==> src/rtl/tag_queue_mp_if.sv <==
`default_nettype none
// +--------------------------------------------------------------------------+
// | tag_queue_mp_if : push/pop/status bundle for tag_queue_mp                |
// | Rev 1.0                                                                   |
// +--------------------------------------------------------------------------+
interface tag_queue_mp_if #(
  parameter int DEPTH      = 8,
  parameter int TAG_WIDTH  = 4,
  parameter int PUSH_PORTS = 2
);
  localparam int CW = $clog2(DEPTH + 1);

  logic                            flush;
  logic [PUSH_PORTS-1:0]           push_valid;
  logic [PUSH_PORTS*TAG_WIDTH-1:0] push_tag;
  logic                            push_ready;
  logic                            pop;
  logic                            front_valid;
  logic [TAG_WIDTH-1:0]            front_tag;
  logic [CW-1:0]                   count;
  logic                            empty;
  logic                            full;
  logic                            err_overflow;
  logic                            err_underflow;

  modport master (
    output flush, push_valid, push_tag, pop,
    input  push_ready, front_valid, front_tag, count, empty, full,
           err_overflow, err_underflow
  );

  modport slave (
    input  flush, push_valid, push_tag, pop,
    output push_ready, front_valid, front_tag, count, empty, full,
           err_overflow, err_underflow
  );
endinterface
`default_nettype wire

==> src/rtl/tag_queue_mp.sv <==
`default_nettype none
// +--------------------------------------------------------------------------+
// | tag_queue_mp : multi-push in-order tag queue, single pop, sync flush.    |
// | Define TAG_QUEUE_BYPASS_EN for the empty-queue port-0 bypass.            |
// | Rev 1.0                                                                   |
// +--------------------------------------------------------------------------+
module tag_queue_mp #(
  parameter int DEPTH      = 8,
  parameter int TAG_WIDTH  = 4,
  parameter int PUSH_PORTS = 2
) (
  input  wire logic     clk,
  input  wire logic     reset,
  tag_queue_mp_if.slave bus
);
  localparam int PW       = (DEPTH > 2) ? $clog2(DEPTH) : 1;
  localparam int CW       = $clog2(DEPTH + 1);
  localparam int MAX_FILL = DEPTH - PUSH_PORTS;

  logic [TAG_WIDTH-1:0] mem_q [DEPTH];
  logic [TAG_WIDTH-1:0] mem_d [DEPTH];
  logic [PW-1:0]        head_q, head_d;
  logic [PW-1:0]        tail_q, tail_d;
  logic [CW-1:0]        count_q, count_d;
  logic                 err_ovf_q, err_ovf_d;
  logic                 err_unf_q, err_unf_d;

  logic                 occupied;
  logic                 push_ready;
  logic                 push_any;
  logic                 accept;
  logic                 bypass_act;
  logic                 bypass_pop;
  logic                 mem_pop;
  logic                 front_valid;
  logic [TAG_WIDTH-1:0] front_tag;

  // Explicit modulo-DEPTH add so non-power-of-two depths wrap correctly.
  function automatic logic [PW-1:0] ptr_add(input logic [PW-1:0] ptr,
                                            input int unsigned k);
    int unsigned s;
    s = 32'(ptr) + k;
    if (s >= 32'(DEPTH)) s = s - 32'(DEPTH);
    return PW'(s);
  endfunction

  assign occupied   = (count_q != '0);
  assign push_ready = (32'(count_q) <= 32'(MAX_FILL));
  assign push_any   = |bus.push_valid;
  assign accept     = push_ready & ~bus.flush;

`ifdef TAG_QUEUE_BYPASS_EN
  assign bypass_act = ~occupied & accept & bus.push_valid[0];
`else
  assign bypass_act = 1'b0;
`endif

  assign bypass_pop  = bypass_act & bus.pop;
  assign mem_pop     = occupied & bus.pop & ~bus.flush;
  assign front_valid = occupied | bypass_act;

  always_comb begin
    front_tag = '0;
    if (occupied)
      front_tag = mem_q[head_q];
    else if (bypass_act)
      front_tag = bus.push_tag[TAG_WIDTH-1:0];
  end

  always_comb begin
    int unsigned n_wr;
    mem_d     = mem_q;
    head_d    = head_q;
    tail_d    = tail_q;
    count_d   = count_q;
    err_ovf_d = err_ovf_q;
    err_unf_d = err_unf_q;
    n_wr      = 0;
    if (bus.flush) begin
      head_d  = '0;
      tail_d  = '0;
      count_d = '0;
    end else begin
      if (push_any && !push_ready) err_ovf_d = 1'b1;
      if (bus.pop && !front_valid) err_unf_d = 1'b1;
      // Valid ports are packed in ascending order; a bypassed port 0 is never stored.
      if (accept) begin
        for (int i = 0; i < PUSH_PORTS; i++) begin
          if (bus.push_valid[i] && !(i == 0 && bypass_pop)) begin
            mem_d[ptr_add(tail_q, n_wr)] = bus.push_tag[i*TAG_WIDTH +: TAG_WIDTH];
            n_wr = n_wr + 1;
          end
        end
      end
      tail_d = ptr_add(tail_q, n_wr);
      if (mem_pop) head_d = ptr_add(head_q, 32'd1);
      count_d = CW'(32'(count_q) + n_wr - 32'(mem_pop));
    end
  end

  always_ff @(posedge clk or posedge reset) begin
    if (reset) begin
      for (int i = 0; i < DEPTH; i++) mem_q[i] <= '0;
      head_q    <= '0;
      tail_q    <= '0;
      count_q   <= '0;
      err_ovf_q <= 1'b0;
      err_unf_q <= 1'b0;
    end else begin
      mem_q     <= mem_d;
      head_q    <= head_d;
      tail_q    <= tail_d;
      count_q   <= count_d;
      err_ovf_q <= err_ovf_d;
      err_unf_q <= err_unf_d;
    end
  end

  assign bus.push_ready    = push_ready;
  assign bus.front_valid   = front_valid;
  assign bus.front_tag     = front_tag;
  assign bus.count         = count_q;
  assign bus.empty         = ~occupied;
  assign bus.full          = (count_q == CW'(DEPTH));
  assign bus.err_overflow  = err_ovf_q;
  assign bus.err_underflow = err_unf_q;
endmodule
`default_nettype wire
==> src/flat_wrapper.sv <==
// flat-port wrapper written by rule: the top's interface ports become plain ports
module tag_queue_mp_flat 
#(
  parameter int DEPTH      = 8,
  parameter int TAG_WIDTH  = 4,
  parameter int PUSH_PORTS = 2
)
  (clk, reset, bus_flush, bus_push_valid, bus_push_tag, bus_pop, bus_push_ready, bus_front_valid, bus_front_tag, bus_count, bus_empty, bus_full, bus_err_overflow, bus_err_underflow);
  tag_queue_mp_if #(.DEPTH(DEPTH), .TAG_WIDTH(TAG_WIDTH), .PUSH_PORTS(PUSH_PORTS)) bus_i ();
  input  wire logic clk;
  input  wire logic reset;
  input wire logic [$bits(bus_i.flush)-1:0] bus_flush;
  input wire logic [$bits(bus_i.push_valid)-1:0] bus_push_valid;
  input wire logic [$bits(bus_i.push_tag)-1:0] bus_push_tag;
  input wire logic [$bits(bus_i.pop)-1:0] bus_pop;
  output wire logic [$bits(bus_i.push_ready)-1:0] bus_push_ready;
  output wire logic [$bits(bus_i.front_valid)-1:0] bus_front_valid;
  output wire logic [$bits(bus_i.front_tag)-1:0] bus_front_tag;
  output wire logic [$bits(bus_i.count)-1:0] bus_count;
  output wire logic [$bits(bus_i.empty)-1:0] bus_empty;
  output wire logic [$bits(bus_i.full)-1:0] bus_full;
  output wire logic [$bits(bus_i.err_overflow)-1:0] bus_err_overflow;
  output wire logic [$bits(bus_i.err_underflow)-1:0] bus_err_underflow;
  assign bus_i.flush = bus_flush;
  assign bus_i.push_valid = bus_push_valid;
  assign bus_i.push_tag = bus_push_tag;
  assign bus_i.pop = bus_pop;
  assign bus_push_ready = bus_i.push_ready;
  assign bus_front_valid = bus_i.front_valid;
  assign bus_front_tag = bus_i.front_tag;
  assign bus_count = bus_i.count;
  assign bus_empty = bus_i.empty;
  assign bus_full = bus_i.full;
  assign bus_err_overflow = bus_i.err_overflow;
  assign bus_err_underflow = bus_i.err_underflow;
  tag_queue_mp #(.DEPTH(DEPTH), .TAG_WIDTH(TAG_WIDTH), .PUSH_PORTS(PUSH_PORTS)) u_core (.clk(clk), .reset(reset), .bus(bus_i));
endmodule
==> config.mk <==
export PLATFORM = sky130hd
export DESIGN_NAME = tag_queue_mp_flat
export DESIGN_NICKNAME = d
export VERILOG_FILES = /design/src/rtl/tag_queue_mp_if.sv /design/src/rtl/tag_queue_mp.sv /design/src/flat_wrapper.sv
export SDC_FILE = /design/constraint.sdc
export NUM_CORES = 1
export LEC_CHECK = 0
export ABC_CLOCK_PERIOD_IN_PS = 5300
export CAP_MARGIN = 10
export CELL_PAD_IN_SITES_DETAIL_PLACEMENT = 0
export CELL_PAD_IN_SITES_GLOBAL_PLACEMENT = 1
export CORE_ASPECT_RATIO = 0.9
export CORE_MARGIN = 2
export CORE_UTILIZATION = 53
export DETAILED_ROUTE_END_ITERATION = 10
export DONT_BUFFER_PORTS = 1
export PLACE_DENSITY = 0.87
export SYNTH_ARGS = -nofsm -noshare
export SYNTH_HDL_FRONTEND = slang
export SYNTH_SLANG_ARGS = --single-unit
==> constraint.sdc <==
create_clock -name clk -period 5.3 [get_ports clk]
set_clock_uncertainty 0.15 [all_clocks]
set_input_delay 0.795 -clock clk [delete_from_list [all_inputs] [get_ports clk]]
set_output_delay 0.795 -clock clk [all_outputs]
set_load 0.005 [all_outputs]
; ---- Word-level counts from Yosys, hierarchy flattened
; Cells that the tools add are included.
[totals]
reg_bits = 44
[op_classes]
bitwise = 8
addsub = 10
n_lt_le_gt_ge = 10
reduce_logical = 12
mux = 34
eq_ne = 1
[ops]
columns = cell, count
row1 = two-way mux 32 bit, 9
row2 = adder 3 x 32 -> 32 bit, 2
row3 = bitwise mux 32 bit, 2
row4 = greater-or-equal comparator 32 x 4 -> 1 bit (second input constant), 2
row5 = two-way mux 3 bit, 13
row6 = adder 32 x 1 -> 32 bit (second input constant), 1
row7 = demux 4 bit (select 3 bit), 2
row8 = two-way mux 4 bit, 6
row9 = greater-or-equal comparator 4 bit (second input constant), 4
row10 = binary-select mux 4 bit (select 3 bit), 1
row11 = NOT 3 -> 4 bit, 3
row12 = subtractor 3 x 1 -> 3 bit (second input constant), 4
row13 = less-than comparator 4 x 1 -> 1 bit (second input constant), 2
row14 = AND reduction 2 bit, 3
row15 = adder 3 x 1 -> 4 bit (second input constant), 1
row16 = adder 4 bit, 1
row17 = equality test 4 bit (second input constant), 1
row18 = greater-or-equal comparator 3 x 4 -> 1 bit (second input constant), 1
row19 = less-or-equal comparator 4 x 3 -> 1 bit (second input constant), 1
row20 = logical AND 1 bit, 4
row21 = nonzero test 4 bit, 1
row22 = subtractor 4 x 1 -> 4 bit, 1
row23 = bitwise AND 1 bit, 3
row24 = logical NOT 1 bit, 2
row25 = other kinds (4), 5

; ---- Logic depth before layout (Yosys ltp)
[depth]
depth_word = 17
depth_mapped = 14
mapped_depth_nobuf = 12

; ---- Worst setup path after synthesis
; OpenSTA, ideal clock, no wires.
[synth_path]
path_kind = in2reg
startpoint = input port bus_flush
endpoint = register u_core.count_q[3], in the netlist u_core.bus.count[3]
t_required_ps = 5018
path_slack_ps = 2325
path_stages = 12
arrival_time_ps = 2694
path_cell_list = inv_1 and3_1 clkbuf_1 clkbuf_1 nand2_1 ha_1 inv_1 ha_1 a21o_1 a21oi_1 xnor2_1 nor2_1
[synth_between]
elab_chain_cells = 7
elab_cells_between_ends = 8
[synth_rtl]
columns = element, line
row1 = start: declaration, flat_wrapper.sv:12  ; input wire logic [$bits(bus_i.flush)-1:0] bus_flush;
row2 = NOT 1 bit (no line), n/a
row3 = bitwise AND 1 bit, tag_queue_mp.sv:50  ; assign accept = push_ready & ~bus.flush;
row4 = two-way mux 32 bit, tag_queue_mp.sv:87  ; if (accept) begin
row5 = two-way mux 32 bit, tag_queue_mp.sv:79  ; if (bus.flush) begin
row6 = adder 4 bit, tag_queue_mp.sv:97  ; count_d = CW'(32'(count_q) + n_wr - 32'(mem_pop));
row7 = subtractor 4 x 1 -> 4 bit, tag_queue_mp.sv:97
row8 = two-way mux 4 bit *, tag_queue_mp.sv:79
row9 = via u_core.count_d[3], tag_queue_mp.sv:24  ; logic [CW-1:0] count_q, count_d;
row10 = end signal: assignment, tag_queue_mp.sv:113  ; count_q <= count_d;
row11 = end: declaration, tag_queue_mp.sv:24
; The timed path passes the listed nets; every way through them passes the cells marked *. The select of a mux whose other input is x is not followed.
; A chain may end at the register's enable or synchronous reset.

; ---- Worst setup path after layout
[layout_path]
startpoint = register u_core.count_q[3], in the netlist u_core.bus.count[3]
endpoint = register u_core.count_q[3], in the netlist u_core.bus.count[3]
[layout_between]
elab_chain_cells = 7
elab_cells_between_ends = 10
[layout_rtl]
columns = element, line
row1 = less-or-equal comparator 4 x 3 -> 1 bit, tag_queue_mp.sv:48  ; assign push_ready = (32'(count_q) <= 32'(MAX_FILL));
row2 = bitwise AND 1 bit, tag_queue_mp.sv:50
row3 = two-way mux 32 bit, tag_queue_mp.sv:87
row4 = two-way mux 32 bit, tag_queue_mp.sv:79
row5 = adder 4 bit, tag_queue_mp.sv:97
row6 = subtractor 4 x 1 -> 4 bit *, tag_queue_mp.sv:97
row7 = two-way mux 4 bit *, tag_queue_mp.sv:79
row8 = via u_core.count_d[3], tag_queue_mp.sv:24
; Marks and branches as above.

==> impl_metrics.ini <==
[layout]
fin_util = 0.572
num_antenna_cells = 0
final_layout_size_suffix_gt1_frac = 0.129
finish.cell_count_without_fillers = 306
flow.area_growth_from_synthesis_pct = 3.25
layout.cells.most_common_list = sky130_fd_sc_hd__dfrtp_1, sky130_fd_sc_hd__o22ai_1, sky130_fd_sc_hd__a2bb2oi_1
final_design_area_no_fill_um2 = 2780
nets = 270
layout.cells.most_common = sky130_fd_sc_hd__dfrtp_1

[sta]
setup_tns_ns = 0
hold_viol_final = 0
worstMarginPinSlew_ns = 0.581
period_minus_slack_ns = 2.90
maxClockFrequency_mhz = 345
final-max-slew-violation-count = 0
fin_crit_sh = 0.548
finalSetupViolations = 0
rsz0062_at_grt = no
slew_headroom = 0.613

[power]
irDropWorstVdd_mv = 0.322
leakagePower_nw = 1.15
power_density_nw_per_um2 = 452

[clocking]
cts.reportedPaths.clkPinSlew_ns = 0.09
cts.repair.resized = 0
clock_tree.root_cell = sky130_fd_sc_hd__clkbuf_8
clock_sinks = 44
post_cts.repair.setup_buffers = 0
cts_h_tree_depth = 2
worstSkewPairLatency_ns = 0.29
cts_tree = built
number_of_cts_inserted_buffers = 5
cts_max_path_buffers = 2
hold_buffer_count_at_cts = 0

[yosys]
ys_seq_elements = 44
netlist-cell-type-count = 42
synth-compound-area-share = 0.211
netlist_area_um2 = 2690
post_synth_inst_count = 252
multiplexer_fraction_of_the_synthesized_cell_area = 0.0818
yosysWarningCount = 0
syn_area_per_cell_um2 = 10.7
mappedNetlistNets = 282
postSynth.asyncResetShare = 1.00
synth_enable_flop_cells = 0
synth_top_family_by_area = compound AO/OA/AOI/OAI gates
post_synth_fa_ha_maj_area_fraction = 0.0799
synth-seq-area-share = 0.409
yosys.area_share.xor_xnor = 0.0283
post_synth_simple_gate_area = 0.133
ys_dominant_reg_cell = sky130_fd_sc_hd__dfrtp_1

[die]
ioPinCount = 28
design.die.area_um2 = 5670
start_util = 0.553
die_width_um = 79.1
die_h_um = 71.6
placement_rows = 24
core_area_um2 = 4860

[routing]
drc_errors = 0
num_vias = 2049
antenna_left = 0
average_via_count_per_standard_cell = 6.70
drt_iter0_markers = 198
drt_wl_total_um = 6440
drt_pass1_iterations = 4
detail_route.wl_per_cell_um = 21.0

[flow_run]
cap_viol_max_count = 0

[critical_path]
timing.reg2reg.setup_slack_ns = 2.40
regToRegStartpoint = u_core.bus.count[3]
crit_path_start_kind = flop
worst_r2r_path_depth = 13
timing.critical_path.from = u_core.bus.count[3]
critical_path_required_ns = 5.34
cp-end-kind = flop
timing.setup.critical_path_class = reg2reg
rr_endpoint = u_core.bus.count[3]
highest_net_fanout_along_the_worst_path = 34
cp_data_arrival_time_ns = 2.94

[global_route]
grt_remaining_overflow = 0
first_global_vias = 2088
track_usage = 0.251
pin_count_of_the_biggest_net_entering_global_routing = 45
initial_antenna_violation_count = 0
grt_first_pass_wirelength_um = 10800

[placed_design]
post_dp_cell_area_um2 = 2700
io_buffer_count = 0
hpwl_um = 4640
place_congestion = 0.875
placed_cells_incl_taps = 298

[run_status]
status = finished, final reports clean

[worst_hold_path]
worst_hold_path_type = in2async
## stage by stage
step / worst slack (ns) / power (mW) / hold WS (ns)
final: 2.40 / 1.26 / 0.345
after global routing: 2.17 / 1.35 / 0.376
after CTS: 2.39 / 1.26 / 0.357
after detailed placement: 2.34 / 1.05 / 0.338
after global placement: 2.40 / 1.03 / 0.338
after floorplan: 2.32 / 0.941 / 0.310
## layout make-up
class / instances / area (um2)
Fill cell: 435 / 2080
Inverter: 16 / 60.1
Sequential cell: 44 / 1100
Multi-Input combinational cell: 171 / 1440
Timing Repair Buffer: 2 / 15.0
Tap cell: 65 / 81.3
Clock inverter: 1 / 8.76
Clock buffer: 7 / 76.3
## cells in the mapped netlist (all sizes together), types with 2 or more instances
cell	instances	area, um2
xnor2	3	33.8
nor2b	4	25.0
mux2i	4	40.0
fa	2	40.0
nand2	7	26.3
or2	7	46.3
buf	12	58.8
and3	2	12.5
nand4	3	18.8
nor2	12	45.0
clkbuf	9	35.0
a21oi	10	53.8
ha	14	175
dfrtp	44	1100
nand4b	4	35.0
nand3	7	35.0
o22ai	32	200
xor2	4	42.6
a2bb2oi	32	280
mux4	8	180
and4bb	2	25.0
and2	2	12.5
inv	16	60.1
nand4bb	2	22.5
## cells by family (layout without fill, tap and decap cells)
group,after synthesis,count (layout)
compound gates,78,78
xor+xnor,7,7
fa+ha+maj,16,16
buf+inv,37,26
flops,44,44
mux,12,12
simple gates,58,58
## critical path: stages (launching register included)
cell and delay [ns]:
sky130_fd_sc_hd__dfrtp_1 0.42, sky130_fd_sc_hd__inv_1 0.09, sky130_fd_sc_hd__ha_1 0.17, sky130_fd_sc_hd__a21bo_2 0.15, sky130_fd_sc_hd__and3_1 0.15, sky130_fd_sc_hd__buf_4 0.33, sky130_fd_sc_hd__nand2_1 0.16, sky130_fd_sc_hd__ha_1 0.30
sky130_fd_sc_hd__inv_1 0.06, sky130_fd_sc_hd__ha_1 0.29, sky130_fd_sc_hd__a21o_1 0.15, sky130_fd_sc_hd__a21oi_1 0.16, sky130_fd_sc_hd__xnor2_1 0.14, sky130_fd_sc_hd__nor2_1 0.06
## layer usage
layer	track usage	vias up	wire length, um
li1	-	928	-
met1	0.378	984	2790
met2	0.368	132	2810
met3	0.0529	5	779
met4	0.0728	0	55
met5	0	-	0
## state kept, by name, summed over array words and instances, names as in the netlist
signal and flops:
u_core.bus.err_overflow 1, u_core.bus.err_underflow 1, u_core.head_q 3, u_core.mem_q 32, u_core.tail_q 3, u_core.bus.count 4
## how the worst max path moves through the flow
stage,slack (ns),endpoint
floorplan,2.32,u_core.bus.count[3]
global placement,2.40,u_core.bus.count[3]
detailed placement,2.34,u_core.bus.count[3]
CTS,2.39,u_core.bus.count[3]
global route,2.17,u_core.bus.count[3]
finish,2.40,u_core.bus.count[3]
## power by group
| group | total [mW] | switching, mW | internal, mW |
|---|---|---|---|
| combinational | 0.489 | 0.233 | 0.256 |
| clock | 0.214 | 0.120 | 0.0944 |
| sequential | 0.552 | 0.107 | 0.445 |
(Power assumes the default switching activity.)
